## src/rtl/ms_stopwatch_pkg.sv

```systemverilog
// Shared definitions for the Runner stopwatch: FSM encodings, digit width and defaults.
package ms_stopwatch_pkg;

  // FSM encodings (kept as plain localparams for compatibility with legacy consumers)
  localparam logic [1:0] ST_IDLE  = 2'd0;
  localparam logic [1:0] ST_RUN   = 2'd1;
  localparam logic [1:0] ST_PAUSE = 2'd2;
  localparam logic [1:0] ST_DONE  = 2'd3;

  localparam int unsigned DIGIT_W = 4;

  // Default ticks per centisecond increment
  localparam int unsigned MS_PER_CS_DEFAULT = 10;

  typedef logic [DIGIT_W-1:0] bcd_t;

  // Two-digit BCD encoding of a value 0..99
  function automatic logic [7:0] to_bcd8(input int unsigned v);
    return {4'(v / 10), 4'(v % 10)};
  endfunction

endpackage

```

## src/rtl/ms_stopwatch_bcd_digit.sv

```systemverilog
// Single mod-N BCD digit with ripple carry, synchronous clear and async reset.
module ms_stopwatch_bcd_digit
  import ms_stopwatch_pkg::*;
#(
  parameter int unsigned MODULO = 10
) (
  input  logic clk,
  input  logic reset_n,
  input  logic clear,
  input  logic inc_in,
  output bcd_t digit,
  output logic carry_out
);

  localparam bcd_t LAST = bcd_t'(MODULO - 1);

  logic at_max;

  assign at_max    = (digit == LAST);
  assign carry_out = inc_in && at_max;

  // Digit register: clear wins over increment, wraps to 0 after LAST
  always_ff @(posedge clk or negedge reset_n) begin
    if (!reset_n) begin
      digit <= '0;
    end else if (clear) begin
      digit <= '0;
    end else if (inc_in) begin
      digit <= at_max ? '0 : digit + bcd_t'(1);
    end
  end

endmodule

```

## src/rtl/ms_stopwatch.sv

```systemverilog
// BCD mm:ss.cc game timer driven by the 1 ms tick enable, with start/pause/clear
// control and saturation at MIN_MAX:59.99.
module ms_stopwatch
  import ms_stopwatch_pkg::*;
#(
  parameter int unsigned MS_PER_CS = MS_PER_CS_DEFAULT,
  parameter int unsigned MIN_MAX   = 99
) (
  input  logic       clk,
  input  logic       reset_n,
  input  logic       tick_1ms,
  input  logic       start,
  input  logic       pause,
  input  logic       clear,
  output logic [7:0] min_bcd,
  output logic [7:0] sec_bcd,
  output logic [7:0] cs_bcd,
  output logic       running,
  output logic       done,
  output logic       cs_tick
);

  localparam logic [7:0]         MIN_MAX_BCD = to_bcd8(MIN_MAX);
  localparam logic [DIGIT_W-1:0] MS_LAST     = DIGIT_W'(MS_PER_CS - 1);

  logic [1:0]         state, state_d;
  logic [DIGIT_W-1:0] ms_cnt, ms_cnt_d;
  logic               count_en, ms_wrap, at_sat, cs_step, sat_hit;

  bcd_t cs_ones, cs_tens, sec_ones, sec_tens, min_ones, min_tens;
  logic cs_ones_carry, cs_tens_carry, sec_ones_carry, sec_tens_carry, min_ones_carry;
  logic min_carry_unused;

  assign count_en = (state == ST_RUN) && tick_1ms && !clear;
  assign ms_wrap  = (ms_cnt == MS_LAST);
  assign at_sat   = (min_bcd == MIN_MAX_BCD) && (sec_bcd == 8'h59) && (cs_bcd == 8'h99);
  // The digit chain only advances when not already saturated, so it never wraps
  assign cs_step  = count_en && ms_wrap && !at_sat;
  assign sat_hit  = count_en && ms_wrap && at_sat;

  // Next-state logic: clear > start > pause; saturation overrides a same-cycle pause
  always_comb begin
    state_d = state;
    if (clear) begin
      state_d = ST_IDLE;
    end else begin
      case (state)
        ST_IDLE:  if (start) state_d = ST_RUN;
        ST_RUN: begin
          if (sat_hit) begin
            state_d = ST_DONE;
          end else if (pause && !start) begin
            state_d = ST_PAUSE;
          end
        end
        ST_PAUSE: if (start) state_d = ST_RUN;
        default:  state_d = ST_DONE;
      endcase
    end
  end

  // Sub-centisecond tick counter; retained through PAUSE so resume keeps phase
  always_comb begin
    ms_cnt_d = ms_cnt;
    if (clear) begin
      ms_cnt_d = '0;
    end else if (count_en) begin
      ms_cnt_d = ms_wrap ? '0 : ms_cnt + DIGIT_W'(1);
    end
  end

  // State, tick counter and registered status outputs
  always_ff @(posedge clk or negedge reset_n) begin
    if (!reset_n) begin
      state   <= ST_IDLE;
      ms_cnt  <= '0;
      running <= 1'b0;
      done    <= 1'b0;
      cs_tick <= 1'b0;
    end else begin
      state   <= state_d;
      ms_cnt  <= ms_cnt_d;
      running <= (state_d == ST_RUN);
      done    <= (state_d == ST_DONE);
      cs_tick <= cs_step;
    end
  end

  ms_stopwatch_bcd_digit #(.MODULO(10)) u_cs_ones (
    .clk(clk), .reset_n(reset_n), .clear(clear),
    .inc_in(cs_step), .digit(cs_ones), .carry_out(cs_ones_carry)
  );

  ms_stopwatch_bcd_digit #(.MODULO(10)) u_cs_tens (
    .clk(clk), .reset_n(reset_n), .clear(clear),
    .inc_in(cs_ones_carry), .digit(cs_tens), .carry_out(cs_tens_carry)
  );

  ms_stopwatch_bcd_digit #(.MODULO(10)) u_sec_ones (
    .clk(clk), .reset_n(reset_n), .clear(clear),
    .inc_in(cs_tens_carry), .digit(sec_ones), .carry_out(sec_ones_carry)
  );

  ms_stopwatch_bcd_digit #(.MODULO(6)) u_sec_tens (
    .clk(clk), .reset_n(reset_n), .clear(clear),
    .inc_in(sec_ones_carry), .digit(sec_tens), .carry_out(sec_tens_carry)
  );

  ms_stopwatch_bcd_digit #(.MODULO(10)) u_min_ones (
    .clk(clk), .reset_n(reset_n), .clear(clear),
    .inc_in(sec_tens_carry), .digit(min_ones), .carry_out(min_ones_carry)
  );

  // Minute tens carry can never fire: saturation stops the chain first
  ms_stopwatch_bcd_digit #(.MODULO(10)) u_min_tens (
    .clk(clk), .reset_n(reset_n), .clear(clear),
    .inc_in(min_ones_carry), .digit(min_tens), .carry_out(min_carry_unused)
  );

  assign cs_bcd  = {cs_tens, cs_ones};
  assign sec_bcd = {sec_tens, sec_ones};
  assign min_bcd = {min_tens, min_ones};

endmodule

```

## config.mk

```make
export PLATFORM = sky130hd
export DESIGN_NAME = ms_stopwatch
export DESIGN_NICKNAME = d
export VERILOG_FILES = /design/src/rtl/ms_stopwatch_pkg.sv /design/src/rtl/ms_stopwatch_bcd_digit.sv /design/src/rtl/ms_stopwatch.sv
export SDC_FILE = /design/constraint.sdc
export NUM_CORES = 1
export LEC_CHECK = 0
export CORE_MARGIN = 3
export CORE_UTILIZATION = 48
export DETAILED_ROUTE_END_ITERATION = 16
export GPL_ROUTABILITY_DRIVEN = 1
export PLACE_DENSITY = 0.76
export SYNTH_ARGS = -nofsm -noshare
export SYNTH_HDL_FRONTEND = slang
export SYNTH_SLANG_ARGS = --single-unit
```

## constraint.sdc

```tcl
create_clock -name clk -period 1.72 [get_ports clk]
set_input_delay 0.172 -clock clk [delete_from_list [all_inputs] [get_ports clk]]
set_output_delay 0.172 -clock clk [all_outputs]
set_load 0.01 [all_outputs]
```

# ---- Word-level counts from Yosys, hierarchy flattened
# Index checks and enable logic that the tools add are counted.
dict set report totals {
  wordCells 83
  ff_bits 33
}
dict set report op_classes {
  reduce_logical 25
  muxes 26
  n_addsub 7
  eq_ne 14
}
# cell count
set ops {}
lappend ops {{2-to-1 mux 4 bit} 21}
lappend ops {{adder 4 x 1 -> 4 bit, second input constant} 7}
lappend ops {{== test 4 bit, second input constant} 6}
lappend ops {{== test 8 bit, second input constant} 2}
lappend ops {{nonzero test 2 bit} 7}
lappend ops {{logical AND 1 bit} 13}
lappend ops {{== test 8 x 7 -> 1 bit, second input constant} 1}
lappend ops {{2-to-1 mux 2 bit} 4}
lappend ops {{== test 2 x 1 -> 1 bit, second input constant} 2}
lappend ops {{== test 2 bit, second input constant} 2}
lappend ops {{== test 4 x 3 -> 1 bit, second input constant} 1}
lappend ops {{case mux 2 bit (2 select lines)} 1}
lappend ops {{logical NOT 1 bit} 3}
lappend ops {{logical NOT 2 bit} 1}
lappend ops {{OR reduction 2 bit} 1}

# ---- Longest topological paths before layout
# Gate-level depths: netlist of the first run.
dict set report logic_depth {
  depth_word 12
  ltp_mapped 9
}

# ---- By module
# From an unflattened synthesis of the first run, not the netlist that was laid out.
dict set report hier_totals {
  cells_unflattened 207
  hier_area_um2 1989.4
}
# mod area_each_um2 seq_area_each_um2 instances cells_each
set by_module_without_submodules {}
lappend by_module_without_submodules {{ms_stopwatch_bcd_digit (u_cs_ones ...)} 241.5 100.1 5 26}
lappend by_module_without_submodules {ms_stopwatch 548.0 225.2 1 54}
lappend by_module_without_submodules {{ms_stopwatch_bcd_digit (u_sec_tens)} 234.0 100.1 1 23}

# ---- Least setup slack after synthesis of the first run
# Ideal clock, no wire load.
dict set report synth_path {
  path_kind {register -> register}
  from {register u_sec_ones.digit[1]}
  to {register u_min_ones.digit[3]}
  arrival_ns 1.790
  path_stages_with_launch 10
  path_slack_ns -0.147
  cell_sequence {dfrtp_1 -> inv_1 -> ha_1 -> and3b_1 -> buf_4 -> and4_4 -> buf_8 -> nand3_4 -> or3_1 -> a21oi_1}
}
dict set report synth_via {
  elab_chain_cells 10
}
# item line_no
set synth_lines {}
lappend synth_lines {{from (decl)} ms_stopwatch_bcd_digit.sv:11} ;# output bcd_t digit,
lappend synth_lines {{from (signal assigned)} ms_stopwatch_bcd_digit.sv:29} ;# digit <= at_max ? '0 : digit + bcd_t'(1);
lappend synth_lines {{== test 8 x 7 -> 1 bit} ms_stopwatch.sv:36} ;# assign at_sat = (min_bcd == MIN_MAX_BCD) && (sec_bcd == 8'h59) && (cs_bcd == 8'h99);
lappend synth_lines {{logical AND 1 bit (2 in a row)} ms_stopwatch.sv:36}
lappend synth_lines {{logical NOT 1 bit} ms_stopwatch.sv:38} ;# assign cs_step = count_en && ms_wrap && !at_sat;
lappend synth_lines {{logical AND 1 bit} ms_stopwatch.sv:38}
lappend synth_lines {{logical AND 1 bit (2 in a row)} ms_stopwatch_bcd_digit.sv:20} ;# assign carry_out = inc_in && at_max;
lappend synth_lines {{logical AND 1 bit (*) (2 in a row)} ms_stopwatch_bcd_digit.sv:20}
lappend synth_lines {{nonzero test 2 bit (no source line) (*)} -}
lappend synth_lines {{to (signal assigned)} ms_stopwatch_bcd_digit.sv:29}
lappend synth_lines {{to (decl)} ms_stopwatch_bcd_digit.sv:11}
# Mark *: on every way between the ends. The rest lies on a longest branch, timed or not.
# A chain may end at the register's enable or synchronous reset.

# ---- Worst setup path in the final report of the first run
dict set report layout_path {
  from {register u_cs_tens.digit[0]}
  to {register u_cs_tens.digit[3]}
}
dict set report layout_via {
  elab_chain_cells 6
}
# item line_no
set layout_lines {}
lappend layout_lines {{from (decl)} ms_stopwatch_bcd_digit.sv:11}
lappend layout_lines {{from (signal assigned)} ms_stopwatch_bcd_digit.sv:29}
lappend layout_lines {{branches (longest 6 deep; another with adder 4 x 1 -> 4 bit)} -}
# Parallel ways; which one is timed is not known. The select of a mux whose other input is x is not followed.

==> out/metrics.yaml, run 1 <==
sta:
  maxSlewHeadroom: 0.719
  rsz0062_at_grt: "yes"
  worst-slew-pin-transition_ns: 0.421
  max_freq_ghz: 0.550
  min_period_ns: 1.82
  setup_ws_ns: -0.0997
  setup_viol_count_final: 7
  holdWs_ns: 0.291
  slew_violations: 0
  finalCritPeriodShare: 1.06
  timing.final.hold_violations: 0
  skew_ns: 0.0104
setup_path:
  critPathCaptureType: "register"
  rr_worst_depth: 9
  timing.rr.end: "u_cs_tens.digit[3]"
  crit_path_start: "u_cs_tens.digit[0]"
  crit_path_max_fanout: 5
  start_kind: "register"
  cp_data_arrival_time_ns: 2.00
  crit_type: "reg -> reg"
  crit_path_end: "u_cs_tens.digit[3]"
  crit_required_ns: 1.90
  r2r_start: "u_cs_tens.digit[0]"
  r2r_setup_slack_ns: -0.1
yosys:
  ys_seq_area_frac: 0.422
  ys_types: 47
  synth_cells: 200
  synth_edf_count: 0
  synth_nets: 220
  async_flop_share: 1.00
  ys.flop_type: "dfrtp_1"
  yosys_warnings: 0
  ys_seq_elements: 33
  netlist_area_um2: 1960
  syn_avg_cell_area_um2: 9.79
finish:
  diodes: 0
  syn2layout_area_growth_pct: 49.3
  layout.nets: 298
  drive_gt1_frac: 0.355
routing:
  first_iter_violations: 114
  wl_met1_mm: 2.13
  maxUsedRoutingLayer: "met4"
  detail-route-antenna-nets: 0
  drt-pass1-iter-count: 4
  avgRoutedWirePerCell_um: 15.2
  drt_wl_total_mm: 4.97
  met3_length_um: 257
  met2_wirelength_mm: 2.43
  vias: 1804
  vias_per_cell: 5.52
  drc_errors: 0
power:
  leakage_nw: 1.30
  p_sw_w: 0.000341
  p_per_area_nw_per_um2: 509
  total_power_w: 0.00149
  intPower_w: 0.00115
  ir_drop_mv: 0.491
  combPwrFrac: 0.062
  seq_power_share: 0.529
  p_sw_frac: 0.229
  p_clk_frac: 0.409
cts:
  h-tree-depth: 2
  clk_latency_ns: 0.29
  root_buffer: "clkbuf_8"
  clk_path_buf_depth: 2
  path_clk_slew_ns: 0.07
  cts_made_buffers: 5
  cts.sinks: 33
  cts_tree: "done"
placement:
  portBuffers: 32
  place_congestion: 0.850
  hpwlAfterDp_mm: 3.27
die:
  die_y_um: 69.9
  die_area_um2: 4880
  coreArea_um2: 3800
  initial_core_util: 0.515
  ios: 33
  placementRows: 22
  die_x_um: 69.9
status:
  failed_checks: "setup timing"
  status: "complete, but fails checks"
min_path:
  min_path_type: "in -> async"
grt:
  antenna_found_initial: 0
  grt_pass1_wl_mm: 7.71
  first_global_vias: 1708
  grt_max_degree: 34
  grt.total_usage: 0.198
  overflow: 0
flow_run:
  max-cap-violations: 0
==> critical path, stage by stage (launching register included) <==
cell,delay (ns)
dfrtp_2,0.41
ha_2,0.18
and3b_2,0.25
buf_4,0.14
buf_4,0.14
nand2_4,0.09
o21ai_4,0.07
buf_6,0.14
o21ai_1,0.21
a21oi_2,0.08
==> metal layers <==
layer	vias up	track usage
met5	-	0
met4	0	0.0979
met3	14	0.0475
met2	47	0.324
met1	880	0.242
li1	863	-
==> registers in the layout, summed over array words and instances (netlist names) <==
register and cells:
u_cs_ones.digit 4, u_cs_tens.digit 4, u_min_ones.digit 4, running 1
done 1, state 2, cs_tick 1, ms_cnt 4
u_min_tens.digit 4, u_sec_ones.digit 4, u_sec_tens.digit 4
==> cells in the mapped netlist, types with 4 or more instances <==
library cell / count / area [um2]
nand3b_1: 4 / 30.0
o21ai_0: 5 / 25.0
nor3_1: 8 / 40.0
nand4_1: 5 / 31.3
or3_1: 5 / 31.3
ha_1: 14 / 175
inv_1: 10 / 37.5
and3b_2: 4 / 40.0
nor2_1: 24 / 90.1
a21oi_1: 13 / 65.1
xor2_1: 5 / 43.8
nand2_1: 11 / 41.3
mux2i_1: 4 / 40.0
nand3_1: 7 / 35.0
dfrtp_1: 33 / 826
==> cell usage in the layout (no fill, tap or decap), types with 6 or more instances in the layout <==
cell | synthesis | final
clkbuf_8 | 0 | 6
nand2_1 | 11 | 10
a21oi_1 | 13 | 7
buf_4 | 1 | 44
clkdlybuf4s50_1 | 0 | 32
nor2_1 | 24 | 22
ha_1 | 14 | 10
nand3_1 | 7 | 6
inv_1 | 10 | 9
dfrtp_1 | 33 | 30
a21oi_2 | 0 | 6
==> power groups by stage <==
stage / Sequential, W / Combinational (W) / Clock [W]
detailed placement: 0.000801 / 0.0000872 / 0
finish: 0.000788 / 0.0000918 / 0.000609
CTS: 0.000787 / 0.0000895 / 0.000612
global route: 0.000788 / 0.000101 / 0.000659
global placement: 0.000801 / 0.0000850 / 0
floorplan: 0.000802 / 0.0000319 / 0
==> area by class of cell <==
type	instances	area (um2)
multi-input combinational	148	1200
fill	256	876
sequential	33	830
timing repair buffer	80	704
clock buffer	8	90.1
tap	48	60.1
inverter	10	37.5
==> logic make-up after synthesis <==
logic type	share of synthesized area
xor+xnor	0.0313
mux	0.0204
buf+inv	0.0537
flops	0.422
simple gates	0.275
compound gates	0.109
fa+ha+maj	0.0895
==> worst min path at each step <==
stage / start / to
floorplan: reset_n / cs_tick
global placement: ms_cnt[3] / ms_cnt[3]
detailed placement: ms_cnt[3] / ms_cnt[3]
CTS: reset_n / u_sec_ones.digit[1]
global route: reset_n / u_sec_ones.digit[1]
finish: reset_n / u_sec_ones.digit[0]
==> through the flow <==
step	setup WS (ns)	cells	TNS, ns	instance area (um2)	utilization
3_5_place_dp	-0.183	311	-1.57	2600	0.685
3_3_place_gp	-0.116	311	-0.861	2600	0.685
4_1_cts	-0.0767	320	-0.194	2740	0.722
5_1_grt	-0.180	327	-1.78	2920	0.769
2_1_floorplan	-0.110	200	-0.508	1980	-
6_report	-0.0997	327	-0.349	2920	0.769
==> what timing repair did <==
action                     in CTS  in global routing
pin swaps                       4                 13
setup buffers                   1                  7
hold buffers                    0                  0
gates cloned                    0                  0
setup endpoints to repair      16                 26
resized for setup              11                 28
(Power assumes the default switching activity.)
==> run 2: changes to the inputs <==
- CORE_UTILIZATION: 48 -> 57
- PLACE_DENSITY: 0.76 -> 0.85
- clock period: 1.72 -> 2.2 ns (I/O delays scaled with it)
==> run 2 against run 1 <==
The flow now finishes without violations. Global-route usage increased by 3.1 points. Register-to-register slack improved by 0.21 ns. Wire length decreased by 14%. Clock skew increased by 0.0046 ns. Clock power decreased by 41%. Core utilization decreased by 1.9 points. Critical path type unchanged. Largest power group unchanged. Highest routed layer unchanged.
==> out/metrics.yaml, run 2 (same netlist as run 1, synthesis figures left out) <==
routing:
  drt-pass1-iter-count: 4  # unchanged
  drt_wl_total_mm: 4.28  # -14%
  drc_errors: 0  # unchanged
  vias: 1630  # -9.6%
  detail-route-antenna-nets: 0  # unchanged
  avgRoutedWirePerCell_um: 15.3  # +0.65%
  first_iter_violations: 135  # +18%
  vias_per_cell: 5.82  # +5.5%
grt:
  overflow: 0  # unchanged
  grt_pass1_wl_mm: 7.42  # -3.8%
  grt_max_degree: 34  # unchanged
  grt.total_usage: 0.229  # +0.0314
  antenna_found_initial: 0  # unchanged
  first_global_vias: 1597  # -6.5%
die:
  initial_core_util: 0.621  # +0.106
  coreArea_um2: 3150  # -17%
  die_area_um2: 4170  # -14%
  ios: 33  # unchanged
  die_x_um: 64.6  # -7.5%
  placementRows: 20  # -9.1%
  die_y_um: 64.6  # -7.5%
cts:
  cts_made_buffers: 5  # unchanged
  clk_path_buf_depth: 2  # unchanged
  path_clk_slew_ns: 0.11  # +0.04 ns
  clk_latency_ns: 0.35  # +0.06 ns
  h-tree-depth: 2  # unchanged
  root_buffer: "clkbuf_4"
  ctsHoldBuffers: 0  # unchanged
  cts_setup_buffers: 0  # -1
  cts_tree: "done"
  post_cts_resized: 0  # -11
  cts.sinks: 33  # unchanged
sta:
  timing.final.hold_violations: 0  # unchanged
  rsz0062_at_grt: "no"
  worst-slew-pin-transition_ns: 0.438  # +0.0174 ns
  max_freq_ghz: 0.478  # -13%
  finalSetupTns_ns: 0  # +0.349 ns
  slew_violations: 0  # unchanged
  skew_ns: 0.0150  # +0.00459 ns
  maxSlewHeadroom: 0.707  # -0.0126
  setup_viol_count_final: 0  # -7
  finalCritPeriodShare: 0.950  # -0.108
  min_period_ns: 2.09  # +0.270 ns
min_path:
  min_path_type: "in -> async"
finish:
  final_common_cell: "dfrtp_1"
  layout.nets: 256  # -14%
  drive_gt1_frac: 0.106  # -0.249
  mostFrequentLayoutCells: "dfrtp_1, clkdlybuf4s50_1, nor2_1"
  diodes: 0  # unchanged
  fin_util: 0.750  # -0.0190
  syn2layout_area_growth_pct: 20.8
setup_path:
  cp_data_arrival_time_ns: 2.35  # +0.35 ns
  crit_type: "reg -> reg"
  critPathCaptureType: "register"
  r2r_setup_slack_ns: 0.11  # +0.21 ns
  crit_required_ns: 2.46  # +0.56 ns
  crit_path_max_fanout: 7  # +2
  start_kind: "register"
status:
  status: "finished, final reports clean"
placement:
  portBuffers: 32  # unchanged
  place_congestion: 0.824  # -3.1%
  hpwlAfterDp_mm: 3.11  # -5.2%
power:
  ir_drop_mv: 0.312  # -36%
  leakage_nw: 1.02  # -22%
  p_per_area_nw_per_um2: 437  # -14%
  total_power_w: 0.00103  # -31%
flow_run:
  max-cap-violations: 0  # unchanged
[run 2: cell types whose count changed in the layout (fill, tap and decap cells not counted), moves of 3 or more]
cell | before | now
buf_4 | 44 | 6
a21oi_1 | 7 | 13
a21oi_2 | 6 | 0
clkbuf_4 | 0 | 5
clkbuf_8 | 6 | 1
nor3_1 | 3 | 8
ha_1 | 10 | 14
buf_6 | 3 | 0
dfrtp_1 | 30 | 33
dfrtp_2 | 3 | 0
ha_2 | 3 | 0
nor3_2 | 3 | 0
[run 2: final cells by class]
type                            count  area (um2)
Inverter                           10        37.5
Fill cell                         234         787
Sequential cell                    33         826
Multi-Input combinational cell    148        1030
Tap cell                           44        55.1
Timing Repair Buffer               38         365
Clock buffer                        7        55.1
[run 2: power breakdown]
| part | total [W] | internal (W) | switching [W] |
|---|---|---|---|
| Sequential | 0.000616 | 0.000611 | 0.00000519 |
| Clock | 0.000357 | 0.000151 | 0.000206 |
| Combinational | 0.0000599 | 0.0000233 | 0.0000366 |
[run 2: worst max-delay path, stage by stage, from the launching register on]
cell and delay, ns:
dfrtp_1 0.42, inv_1 0.09, ha_1 0.16, and3b_1 0.30
and4_4 0.35, nand3_4 0.11, or3_1 0.37, a21oi_1 0.18
[run 2: path summary, 6_finish.rpt]
| check | from | to | cells after the start |
|---|---|---|---|
| setup / recovery | u_sec_ones.digit[1] | u_min_ones.digit[3] | 7 |
| hold / removal | reset_n | u_cs_tens.digit[0] | 2 |
| setup reg to reg | u_sec_ones.digit[1] | u_min_ones.digit[3] | 7 |
| hold reg to reg | ms_cnt[3] | ms_cnt[3] | 1 |
| max in group asynchronous | reset_n | u_sec_tens.digit[3] | 2 |
| min in group clk | start | state[0] | 3 |
[run 2: per-stage QoR]
step,instances,instance area (um2),worst slack [ns],hold slack [ns]
6_report,280,2370,0.110,0.265
5_1_grt,280,2370,0.0167,0.296
4_1_cts,280,2370,0.134,0.272
3_5_place_dp,273,2310,0.113,0.540
3_3_place_gp,273,2310,0.228,0.523
2_1_floorplan,200,1960,0.333,-0.0756
[run 2: routing by layer]
| layer | vias up | global-route usage | part of all wire |
|---|---|---|---|
| met2 | 51 | 0.401 | 0.50 |
| met1 | 790 | 0.273 | 0.42 |
| met5 | - | 0 | 0 |
| met4 | 0 | 0.0765 | 0.018 |
| met3 | 9 | 0.0589 | 0.062 |
| li1 | 780 | - | - |
==> run 3: changes to the inputs <==
- PLACE_DENSITY: 0.85 -> 0.95
==> run 3 against run 2 <==
Final cell count is 0.36% lower. Core utilization is 0.24 points lower. Combinational power is 5.8% lower. Die area stayed put. Via count is 4.1% lower. Count of clock-buffer cells in the layout stayed put. Hold slack better by 0.0058 ns. Cell area is 0.32% lower. First-iteration DRC count is 21% lower. Flip-flop and latch count stayed put. Maximum frequency is 4.9% higher.
==> out/metrics.yaml, run 3 (same netlist as run 1, synthesis figures left out) <==
sta:
  skew_ns: 0.00601  # -0.00894 ns
  max_freq_ghz: 0.502  # +4.9%
  slew_violations: 0  # unchanged
  timing.final.hold_violations: 0  # unchanged
  maxSlewHeadroom: 0.732  # +0.0251
  setup_viol_count_final: 0  # unchanged
  finalSetupTns_ns: 0  # unchanged
  worst-slew-pin-transition_ns: 0.402  # -0.0362 ns
  setup_ws_ns: 0.209  # +0.0986 ns
  min_period_ns: 1.99  # -0.0986 ns
  finalCritPeriodShare: 0.905  # -0.0448
  rsz0062_at_grt: "no"
grt:
  grt.total_usage: 0.203  # -0.0257
  antenna_found_initial: 0  # unchanged
  grt_max_degree: 34  # unchanged
  grt_pass1_wl_mm: 6.62  # -11%
  first_global_vias: 1554  # -2.7%
  overflow: 0  # unchanged
cts:
  clk_latency_ns: 0.34  # about the same
  path_clk_slew_ns: 0.09  # -0.02 ns
  clk_path_buf_depth: 2  # unchanged
  root_buffer: "clkbuf_4"
  ctsHoldBuffers: 0  # unchanged
  post_cts_resized: 0  # unchanged
  cts_tree: "done"
  h-tree-depth: 2  # unchanged
  cts.sinks: 33  # unchanged
  cts_made_buffers: 5  # unchanged
  cts_setup_buffers: 0  # unchanged
routing:
  drt_wl_total_mm: 3.60  # -16%
  avgRoutedWirePerCell_um: 12.9  # -16%
  drt-pass1-iter-count: 4  # unchanged
  detail-route-antenna-nets: 0  # unchanged
  drc_errors: 0  # unchanged
  vias: 1563  # -4.1%
  first_iter_violations: 107  # -21%
  vias_per_cell: 5.60  # -3.8%
finish:
  seq_area_um2: 826  # unchanged
  drive_gt1_frac: 0.102  # -0.00380
  layout.nets: 255  # -0.39%
  fillerInstances: 243  # +3.8%
  final_common_cell: "dfrtp_1"
  fin_util: 0.748  # -0.00238
  mostFrequentLayoutCells: "dfrtp_1, clkdlybuf4s50_1, nor2_1"
  multi_input_area_um2: 1030  # unchanged
  diodes: 0  # unchanged
  syn2layout_area_growth_pct: 20.4
die:
  die_area_um2: 4170  # unchanged
  initial_core_util: 0.621  # unchanged
  placementRows: 20  # unchanged
  die_x_um: 64.6  # unchanged
  coreArea_um2: 3150  # unchanged
  die_y_um: 64.6  # unchanged
  ios: 33  # unchanged
min_path:
  min_path_type: "in -> async"
power:
  leakage_nw: 1.02  # -0.53%
  ir_drop_mv: 0.262  # -16%
  p_per_area_nw_per_um2: 430  # -1.6%
setup_path:
  critPathCaptureType: "register"
  start_kind: "register"
  cp_data_arrival_time_ns: 2.26  # -0.09 ns
  crit_required_ns: 2.47  # about the same
  crit_type: "reg -> reg"
  crit_path_max_fanout: 11  # +4
placement:
  place_congestion: 0.853  # +3.5%
  place_ws_ns: 0.102  # -0.0109 ns
  portBuffers: 32  # unchanged
  hpwlAfterDp_mm: 2.70  # -13%
status:
  status: "finished, final reports clean"
flow_run:
  max-cap-violations: 0  # unchanged
[run 3: cell count changes in the layout (fill, tap and decap cells not counted), sizes merged]
| cell | change |
|---|---|
| buf | -1 |
[run 3: power breakdown]
| group | switching [W] | internal [W] | total (W) |
|---|---|---|---|
| logic | 0.0000334 | 0.0000230 | 0.0000564 |
| clock network | 0.000191 | 0.000151 | 0.000342 |
| registers | 0.00000478 | 0.000610 | 0.000615 |
| total | 0.000230 | 0.000784 | 0.00101 |
[run 3: worst max-delay path: stages, from the launching register on]
cell     delay (ns)
dfrtp_1        0.44
inv_1          0.08
ha_1           0.15
and3b_2        0.31
and4_4         0.34
nand3_4        0.11
or3_1          0.35
a21oi_1        0.15
[run 3: area by class of cell]
type | instances | area share
multi-input cells | 148 | 0.436
flip-flops and latches | 33 | 0.350
repair buffers | 37 | 0.152
clock buffers | 7 | 0.0233
well taps | 44 | 0.0233
inverters | 10 | 0.0159
[run 3: metrics by stage]
stage               power, W  hold WS, ns  instance area, um2  instances
global route         0.00106        0.300                2360        279
floorplan           0.000652      -0.0756                1960        200
global placement    0.000684        0.518                2300        272
CTS                  0.00102        0.278                2360        279
finish               0.00101        0.271                2360        279
detailed placement  0.000685        0.540                2300        272
[run 3: path summary, 6_finish.rpt]
kind / start / slack, ns / depth (start not counted) / end
worst min register to register: ms_cnt[3] / 0.56 / 1 / ms_cnt[3]
worst max register to register: u_cs_tens.digit[1] / 0.21 / 7 / u_min_ones.digit[3]
worst max-delay path: u_cs_tens.digit[1] / 0.21 / 7 / u_min_ones.digit[3]
worst min-delay path: reset_n / 0.27 / 2 / ms_cnt[1]
max in group asynchronous: reset_n / 1.64 / 2 / u_sec_tens.digit[3]
min in group clk: start / 0.49 / 3 / state[0]
[run 3: routing by layer]
metal,global-route usage,vias up,wire length (um)
li1,-,773,-
met4,0.0765,0,58
met2,0.327,37,1740
met1,0.253,747,1610
met5,0,-,0
met3,0.0676,6,189
